[src/rtl/image_port_arbiter.sv]
// Round-robin arbiter sharing one read port of the 64x64 binary image RAM between NREQ
// requesters. Supports per-requester port locking for multi-row bursts, with a forced
// release after MAX_LOCK accepted reads, and routes read data back via a tag pipeline.
// Optional per-requester read statistics are enabled by defining ARB_STATS_EN.
module image_port_arbiter #(
    parameter int unsigned NREQ     = 4,
    parameter int unsigned RD_LAT   = 1,
    parameter int unsigned MAX_LOCK = 64
) (
    input  logic                Clk,
    input  logic                reset,
`ifdef ARB_STATS_EN
    input  logic [2:0]          stat_sel_i,
    output logic [15:0]         stat_cnt_o,
    output logic                stat_ovf_o,
`endif
    input  logic [NREQ-1:0]     req_i,
    input  logic [NREQ-1:0]     lock_i,
    input  logic [6*NREQ-1:0]   addr_in_i,
    output logic [NREQ-1:0]     gnt_o,
    output logic                mem_en_o,
    output logic [5:0]          mem_addr_o,
    input  logic [63:0]         mem_data_i,
    output logic [63:0]         rd_data_o,
    output logic [NREQ-1:0]     rd_valid_o,
    output logic [2:0]          owner_o,
    output logic                locked_o
);

    typedef enum logic [0:0] {StArb, StLocked} state_e;

    state_e      state_q, state_d;
    logic [2:0]  ptr_q, ptr_d;
    logic [2:0]  owner_q, owner_d;
    logic [7:0]  lock_cnt_q, lock_cnt_d;

    logic [2:0]  win;
    logic [2:0]  cand;
    logic        found;
    logic        accept;
    logic        lock_win;
    logic        lock_owner;

    logic [RD_LAT-1:0] tag_v_q;
    logic [2:0]        tag_idx_q [RD_LAT];

    function automatic logic [2:0] next_idx(input logic [2:0] i);
        next_idx = (i == 3'(NREQ - 1)) ? 3'd0 : i + 3'd1;
    endfunction

    // Winner selection: owner only while locked, else first request from ptr onwards.
    always_comb begin
        win    = '0;
        cand   = '0;
        found  = 1'b0;
        accept = 1'b0;
        if (state_q == StLocked) begin
            win = owner_q;
            for (int i = 0; i < int'(NREQ); i++) begin
                if (owner_q == 3'(i)) accept = req_i[i];
            end
        end else begin
            for (int unsigned k = 0; k < NREQ; k++) begin
                cand = 3'((int'(ptr_q) + k) % NREQ);
                for (int i = 0; i < int'(NREQ); i++) begin
                    if (!found && cand == 3'(i) && req_i[i]) begin
                        win   = cand;
                        found = 1'b1;
                    end
                end
            end
            accept = found;
        end
        if (reset) accept = 1'b0;
    end

    // Grant, RAM port drive and lock-bit lookups for the winner and current owner.
    always_comb begin
        gnt_o      = '0;
        mem_addr_o = '0;
        lock_win   = 1'b0;
        lock_owner = 1'b0;
        for (int i = 0; i < int'(NREQ); i++) begin
            if (win == 3'(i)) begin
                gnt_o[i]   = accept;
                mem_addr_o = addr_in_i[6*i +: 6];
                lock_win   = lock_i[i];
            end
            if (owner_q == 3'(i)) lock_owner = lock_i[i];
        end
        mem_en_o = accept;
    end

    // Lock FSM next-state; a release hands the pointer to the requester after the owner.
    always_comb begin
        state_d    = state_q;
        ptr_d      = ptr_q;
        owner_d    = owner_q;
        lock_cnt_d = lock_cnt_q;
        case (state_q)
            StArb: begin
                if (accept) begin
                    ptr_d = next_idx(win);
                    // With MAX_LOCK of 1 the entry read already exhausts the lock budget.
                    if (lock_win && MAX_LOCK > 1) begin
                        state_d    = StLocked;
                        owner_d    = win;
                        lock_cnt_d = 8'd1;
                    end
                end
            end
            StLocked: begin
                if (accept) begin
                    lock_cnt_d = lock_cnt_q + 8'd1;
                    if (!lock_owner || (32'(lock_cnt_q) + 32'd1) >= MAX_LOCK) begin
                        state_d    = StArb;
                        ptr_d      = next_idx(owner_q);
                        owner_d    = '0;
                        lock_cnt_d = '0;
                    end
                end else if (!lock_owner) begin
                    state_d    = StArb;
                    ptr_d      = next_idx(owner_q);
                    owner_d    = '0;
                    lock_cnt_d = '0;
                end
            end
            default: state_d = StArb;
        endcase
    end

    // Arbitration state registers.
    always_ff @(posedge Clk) begin
        if (reset) begin
            state_q    <= StArb;
            ptr_q      <= '0;
            owner_q    <= '0;
            lock_cnt_q <= '0;
        end else begin
            state_q    <= state_d;
            ptr_q      <= ptr_d;
            owner_q    <= owner_d;
            lock_cnt_q <= lock_cnt_d;
        end
    end

    // Read-return tag pipeline, aligned with the RAM read latency.
    always_ff @(posedge Clk) begin
        if (reset) begin
            tag_v_q <= '0;
            for (int i = 0; i < int'(RD_LAT); i++) tag_idx_q[i] <= '0;
        end else begin
            tag_v_q[0]   <= accept;
            tag_idx_q[0] <= win;
            for (int i = 1; i < int'(RD_LAT); i++) begin
                tag_v_q[i]   <= tag_v_q[i-1];
                tag_idx_q[i] <= tag_idx_q[i-1];
            end
        end
    end

    // Decode the returning tag; nothing is reported while reset is held.
    always_comb begin
        rd_valid_o = '0;
        for (int i = 0; i < int'(NREQ); i++) begin
            rd_valid_o[i] = !reset && tag_v_q[RD_LAT-1] && (tag_idx_q[RD_LAT-1] == 3'(i));
        end
    end

    assign rd_data_o = mem_data_i;
    assign owner_o   = owner_q;
    assign locked_o  = (state_q == StLocked);

`ifdef ARB_STATS_EN
    logic [15:0] stat_q [NREQ];
    logic [15:0] stat_cnt_q;
    logic        stat_ovf_q;

    // Saturating per-requester read counters with registered readout and sticky overflow.
    always_ff @(posedge Clk) begin
        if (reset) begin
            for (int i = 0; i < int'(NREQ); i++) stat_q[i] <= '0;
            stat_cnt_q <= '0;
            stat_ovf_q <= 1'b0;
        end else begin
            stat_cnt_q <= '0;
            for (int i = 0; i < int'(NREQ); i++) begin
                if (accept && win == 3'(i) && stat_q[i] != 16'hFFFF) begin
                    stat_q[i] <= stat_q[i] + 16'd1;
                    if (stat_q[i] == 16'hFFFE) stat_ovf_q <= 1'b1;
                end
                if (stat_sel_i == 3'(i)) stat_cnt_q <= stat_q[i];
            end
        end
    end

    assign stat_cnt_o = stat_cnt_q;
    assign stat_ovf_o = stat_ovf_q;
`endif

endmodule

[config.mk]
export PLATFORM = sky130hd
export DESIGN_NAME = image_port_arbiter
export DESIGN_NICKNAME = d
export VERILOG_FILES = /design/src/rtl/image_port_arbiter.sv
export SDC_FILE = /design/constraint.sdc
export NUM_CORES = 1
export LEC_CHECK = 0
export BUFFER_PORTS_ARGS = -buffer_cell sky130_fd_sc_hd__buf_4
export CORE_MARGIN = 2
export CORE_UTILIZATION = 40
export CTS_BUF_LIST = sky130_fd_sc_hd__clkbuf_2
export DETAILED_ROUTE_END_ITERATION = 8
export HOLD_SLACK_MARGIN = 0.02
export PLACE_DENSITY = 0.95
export SYNTH_ARGS = -nofsm -noshare
export SYNTH_HDL_FRONTEND = slang
export SYNTH_SLANG_ARGS = --single-unit
export TNS_END_PERCENT = 5
[constraint.sdc]
create_clock -name Clk -period 6.2 [get_ports Clk]
set_input_delay 1.24 -clock Clk [delete_from_list [all_inputs] [get_ports Clk]]
set_output_delay 1.24 -clock Clk [all_outputs]
set_load 0.05 [all_outputs]
==> results of run 1 <==
[state kept, by name, summed over array words and instances (netlist names)]
register and cells:
owner_o 3, locked_o 1, lock_cnt_q 8, tag_idx_q 3, tag_v_q 1, ptr_q 2
[kinds of logic after synthesis]
| family | count (synthesis) | share of synthesized area, % |
|---|---|---|
| adder cells (fa/ha/maj) | 12 | 6.93 |
| multiplexers | 7 | 3.58 |
| buffers and inverters | 89 | 26.9 |
| flip-flops | 18 | 16.6 |
| AND/OR/NAND/NOR | 89 | 21.6 |
| AO/OA/AOI/OAI | 67 | 24.3 |
[power by group]
| part | leakage, nW | switching (mW) | total (mW) | internal [mW] |
|---|---|---|---|---|
| Combinational | 0.777 | 0.929 | 1.44 | 0.512 |
| Clock | 0.0140 | 0.0377 | 0.0517 | 0.0140 |
| Sequential | 0.147 | 0.0450 | 0.184 | 0.139 |
[final cells by class]
| class | count | area, µm² | share of cell area (%) |
|---|---|---|---|
| multi-input cells | 175 | 1220 | 57.2 |
| repair buffers | 52 | 390 | 18.3 |
| flip-flops and latches | 18 | 360 | 16.9 |
| well taps | 70 | 87.6 | 4.10 |
| inverters | 15 | 56.3 | 2.64 |
| clock buffers | 3 | 15.0 | 0.703 |
| clock inverters | 1 | 3.75 | 0.176 |
[synth_stat cells, drive strengths merged, types with 2 or more instances]
master	n	area, µm²
o221ai	2	17.5
a221o	2	20.0
o22ai	4	31.3
o31ai	6	45.0
a311oi	2	17.5
dfxtp	18	360
nor3b	6	45.0
a31oi	6	37.5
nand2	27	101
ha	12	150
and2	6	37.5
a311o	2	20.0
clkbuf	7	26.3
nand3b	8	60.1
nor2	18	67.6
buf	67	500
o21ai	2	10.0
inv	15	56.3
a21o	3	22.5
mux2	6	67.6
o21a	2	15.0
nor2b	2	12.5
a21oi	11	55.1
a211oi	5	55.1
a221oi	2	17.5
nand3	9	45.0
a22oi	2	15.0
a21boi	2	15.0
a222oi	4	40.0
and3	3	18.8
or2	3	18.8
a22o	4	35.0
[critical path, delay by kind of cell]
family / cells / cell delay, ps
adders and majority gates: 1 / 360
and+or+nand+nor: 2 / 460
AOI/OAI and AO/OA: 5 / 1450
muxes: 2 / 480
buffers and inverters: 2 / 340
[per-layer routing]
metal,vias to the layer above,part of all wire (%)
met5,-,0
met4,0,4.6
met3,32,6.5
met2,91,51
met1,864,38
li1,914,-
[path summary, 6_finish.rpt]
path,from,to,slack [ps],cells after the start
worst max-delay path,req_i[1],mem_addr_o[1],630,12
worst min-delay path,lock_cnt_q[7],lock_cnt_q[7],480,1
worst min register to register,lock_cnt_q[7],lock_cnt_q[7],480,1
worst max register to register,ptr_q[0],lock_cnt_q[2],870,16
[metrics by stage]
| stage | std cells | setup slack, ps | hold slack, ps | power, mW | cell area, µm² |
|---|---|---|---|---|---|
| after floorplan | 282 | 1110 | 431 | 1.38 | 2170 |
| after global placement | 330 | 697 | 448 | 1.57 | 2120 |
| after detailed placement | 330 | 437 | 447 | 1.61 | 2120 |
| after CTS | 334 | 693 | 489 | 1.67 | 2140 |
| after global routing | 334 | 422 | 506 | 1.78 | 2140 |
| final | 334 | 629 | 484 | 1.68 | 2140 |
[cell usage in the layout, fill, tap and decap left out, drive strengths merged, types with 3 or more instances in the layout]
master  Yosys  final
a222oi      4      4
nand3b      8      8
nor3b       6      6
o22ai       4      4
buf        67     52
inv        15     15
and3        3      3
clkbuf      7      3
dfxtp      18     18
nor2       18     18
a21o        3      3
a31oi       6      6
or2         3      3
and2        6      6
nand2      27     27
ha         12     12
mux2        6      6
a21oi      11     11
a22o        4      4
o31ai       6      6
nand3       9      9
a211oi      5      5
==> run summary, run 1 <==
outcome: completed
initial DRC count: 198
CP Data Required Time: 4960 ps
Antenna diodes: 0
Max H-tree Level: 1
CP max-delay cell: a222oi_1
syn nets: 392
Synth Flop Type: dfxtp_1
Seq/Total Area, Yosys: 16.6%
antenna viol nets, final: 0
RSZ-0062 raised after global routing: no
met2 Use GR: 28.6%
clock tree from TritonCTS: built
Top Usage Layer GRT: met2
antenna violations before repair: 0
register bit total from synthesis: 18
die height: 77.6 µm
VDD IR-drop max: 0.603 mV
Starting Density: 41.9%
static leakage: 0.938 nW
Mapped Area: 0.00217 mm²
CP dominant cell by count: buf_4
final WL: 5200 µm
Die W: 77.6 µm
number of synthesized flops with an enable pin: 0
Critical Path, Cell by Cell: buf_4 -> a222oi_1 -> a21boi_1 -> a311oi_1 -> o22ai_1 -> mux2i_1 -> ha_1 -> and2_1 -> nand2_1 -> a31oi_1 -> mux2_2 -> buf_4
clock skew: 22.1 ps
Wirelength per Cell: 15.6 µm
Layout Nets: 375
CTS hold repair buffers: 0
HPWL after DPL: 4160 µm
Sink Count: 18
crit path DAT: 4330 ps
site row count: 26
CTS Root Cell: clkbuf_2
fin crit period: 5570 ps
Syn Area/Cell: 7.68 µm²
GR Layer Usage met3: 3.60%
classification of the worst setup path: in2out
input/output buffers: 52
vias in the first global route: 1755
gr ovfl total: 0
library cells used by synthesis: 53
area grow syn2layout: -1.39%
drt first pass iters: 5
total power density per cell area: 785 mW/mm²
max cap viols: 0
Max Slew Vio Count: 0
Syn Inst Count: 282
startpoint types: input port
fmax: 179 MHz
full die area: 0.00602 mm²
critical path fanouts, max: 9
core area: 0.00517 mm²
Final Hold Fails: 0
Worst-Margin Slew: 892 ps
CTS Buf Count: 3
clock-pin slew on the worst setup and hold paths: 160 ps
Async S/R FF share, synth: 0%
Fin Setup TNS: 0 ps
Worst Setup End Kind: primary output
Longest Clk Path Bufs: 2
Tcrit/Tclk final: 89.9%
DRC: 0
Max-slew headroom: 40.0%
fill count: 494
Crit path largest cell delay: 570 ps
number of gates resized after CTS: 0
Vias/cell: 5.69
IO Pins: 181
clock latency on the worst-skew pair: 320 ps
met1 usage: 17.2%
Util after Layout: 41.3%
Via Count: 1901
worst min-delay path class: reg2reg
Tot GR Track Use: 16.0%
# setup viols final: 0
largest net degree at the start of global routing: 27
GPL Wtd Cong: 0.931
Synth warnings: 0
postcts setup bufs: 0
first-pass GRT wire length: 8030 µm
share of cells above drive strength 1: 26.9%
(Power assumes the default switching activity.)
==> run 2, diff against run 1 <==
--- a/config.mk
+++ b/config.mk
@@ -5,7 +5,8 @@
 export SDC_FILE = /design/constraint.sdc
 export NUM_CORES = 1
 export LEC_CHECK = 0
-export BUFFER_PORTS_ARGS = -buffer_cell sky130_fd_sc_hd__buf_4
+export BUFFER_PORTS_ARGS = -buffer_cell sky130_fd_sc_hd__buf_2
+export CAP_MARGIN = 20
 export CORE_MARGIN = 2
 export CORE_UTILIZATION = 40
 export CTS_BUF_LIST = sky130_fd_sc_hd__clkbuf_2
==> run 2 against run 1 <==
  * Wire length shrank 1.5%
  * Register-to-register slack gained 40 ps
  * Sequential power is essentially flat
  * Clock-buffer cell count is the same
==> run summary, run 2 (synthesis gave the netlist of run 1 again) <==
outcome: completed
Register Area: 360 µm² (unchanged)
# setup viols final: 0 (unchanged)
core area: 0.00517 mm² (unchanged)
CTS Root Cell: clkbuf_2
CTS Buf Count: 3 (unchanged)
number of gates resized after CTS: 0 (unchanged)
drt first pass iters: 7 (+2)
Worst path top cell family by delay: compound AO/OA/AOI/OAI gates
die height: 77.6 µm (unchanged)
multi-input logic area: 0.00122 mm² (unchanged)
GPL Wtd Cong: 0.938 (+0.84%)
Starting Density: 41.9% (unchanged)
fill count: 503 (+1.8%)
most frequent cells in the layout: buf_2 (52), nand2_1 (27), nor2_1 (18), dfxtp_1 (18), inv_1 (15)
HPWL after DPL: 4010 µm (-3.6%)
gr ovfl total: 0 (unchanged)
total power density per cell area: 791 mW/mm² (+0.75%)
CP Data Required Time: 4960 ps (about the same)
classification of the worst setup path: in2out
Sw Ratio: 62.7% (+2.4 points)
Fin Setup TNS: 0 ps (unchanged)
Longest Clk Path Bufs: 2 (unchanged)
Final Hold Fails: 0 (unchanged)
initial DRC count: 338 (+71%)
share of cells above drive strength 1: 26.9% (unchanged)
largest net degree at the start of global routing: 27 (unchanged)
antenna violations before repair: 0 (unchanged)
CP dominant cell by count: buf_2
Layout Nets: 375 (unchanged)
Antenna diodes: 0 (unchanged)
RSZ-0062 raised after global routing: no
CTS hold repair buffers: 0 (unchanged)
Psw: 0.995 mW (-1.6%)
clock latency on the worst-skew pair: 320 ps (about the same)
startpoint types: input port
Util after Layout: 38.8% (-2.5 points)
Via Count: 1941 (+2.1%)
worst hold margin: 486 ps (+2.29 ps)
crit path DAT: 4430 ps (+100 ps)
P_int: 0.591 mW (-11%)
clock tree from TritonCTS: built
Tot GR Track Use: 16.5% (+0.44 points)
site row count: 26 (unchanged)
Wirelength per Cell: 15.3 µm (-1.5%)
fin crit period: 5670 ps (+97.2 ps)
IO Pins: 181 (unchanged)
WP buf/inv: 2 (unchanged)
Clock power frac: 3.4% (+0.3 points)
Max Slew Vio Count: 0 (unchanged)
fmax: 176 MHz (-1.7%)
combinational power share: 85.1% (-0.8 points)
area grow syn2layout: -7.39%
antenna viol nets, final: 0 (unchanged)
most common cell after layout, fill and taps aside: buf_2
Worst-Margin Slew: 861 ps (-31.4 ps)
Final WS setup: 531 ps (-97.2 ps)
critical path fanouts, max: 9 (unchanged)
clock-pin slew on the worst setup and hold paths: 170 ps (about the same)
Tcrit/Tclk final: 91.4% (+1.6 points)
max cap viols: 0 (unchanged)
static leakage: 0.905 nW (-3.6%)
DP Worst Slack: 484 ps (+47.2 ps)
max reg flops: 8 (unchanged)
input/output buffers: 52 (unchanged)
vias in the first global route: 1852 (+5.5%)
Biggest register: lock_cnt_q
Critical Path, Cell by Cell: buf_2 -> a222oi_1 -> a21boi_1 -> a311oi_1 -> o22ai_1 -> mux2i_1 -> ha_1 -> and2_1 -> nand2_1 -> a31oi_1 -> mux2_2 -> buf_2
CP max-delay cell: a222oi_1
VDD IR-drop max: 0.409 mV (-32%)
Vias/cell: 5.81 (+2.1%)
first-pass GRT wire length: 8310 µm (+3.5%)
DRC: 0 (unchanged)
full die area: 0.00602 mm² (unchanged)
postcts setup bufs: 0 (unchanged)
Max-slew headroom: 42.1% (+2.1 points)
Die W: 77.6 µm (unchanged)
Reg power frac: 11.5% (+0.5 points)
Worst Setup End Kind: primary output
clock skew: 12.5 ps (-9.53 ps)
Sink Count: 18 (unchanged)
final WL: 5120 µm (-1.5%)
Max H-tree Level: 1 (unchanged)
worst min-delay path class: reg2reg
Crit path largest cell delay: 610 ps (+40 ps)
==> run 2: cell count changes in the layout (fill, tap and decap cells not counted) <==
| cell | previous run | this run |
|---|---|---|
| buf_2 | 0 | 52 |
| buf_4 | 52 | 0 |
==> run 2: worst register-to-register path: stages, from the launching register on <==
cell,delay [ps]
dfxtp_1,500
inv_1,120
ha_1,300
a222oi_1,620
a21boi_1,150
a311oi_1,340
o22ai_1,240
mux2i_1,290
inv_1,80
ha_1,210
nand2_1,330
nor2_1,110
or4b_2,620
o32a_1,340
a211oi_4,400
a211oi_2,150
a221o_1,400
==> run 2: final timing paths <==
kind	start	slack (ps)	end	cells past startpoint
setup reg to reg	ptr_q[0]	910	lock_cnt_q[2]	16
setup / recovery	req_i[1]	530	mem_addr_o[2]	12
hold / removal	lock_cnt_q[7]	490	lock_cnt_q[7]	1
hold reg to reg	lock_cnt_q[7]	490	lock_cnt_q[7]	1
==> run 2: metal layers <==
layer  wire length [µm]  part of all wire (%)  GRT usage (%)  vias up
li1                   -                     -              -      908
met1               1950                    38           17.4      922
met2               2660                    52           29.8       86
met3                373                   7.3           4.53       25
met4                127                   2.5           8.04        0
met5                  0                     0              0        -
==> run 2: power groups by stage <==
| stage | clock network [mW] | logic (mW) | registers [mW] |
|---|---|---|---|
| finish | 0.0540 | 1.35 | 0.183 |
| global placement | 0 | 1.30 | 0.185 |
| floorplan | 0 | 1.19 | 0.192 |
| detailed placement | 0 | 1.33 | 0.185 |
| CTS | 0.0543 | 1.34 | 0.182 |
| global route | 0.0601 | 1.45 | 0.189 |
==> run 2: metrics by stage <==
step	area (µm²)	total power, mW	cells
finish	2010	1.59	334
global route	2010	1.70	334
CTS	2010	1.57	334
detailed placement	1990	1.52	330
global placement	1990	1.49	330
floorplan	2170	1.38	282
==> run 2: layout make-up <==
cell class	instances	share of cell area, %
Timing Repair Buffer	52	13.0
Inverter	15	2.81
Clock buffer	3	0.749
Sequential cell	18	18.0
Clock inverter	1	0.187
Multi-Input combinational cell	175	60.9
Tap cell	70	4.37
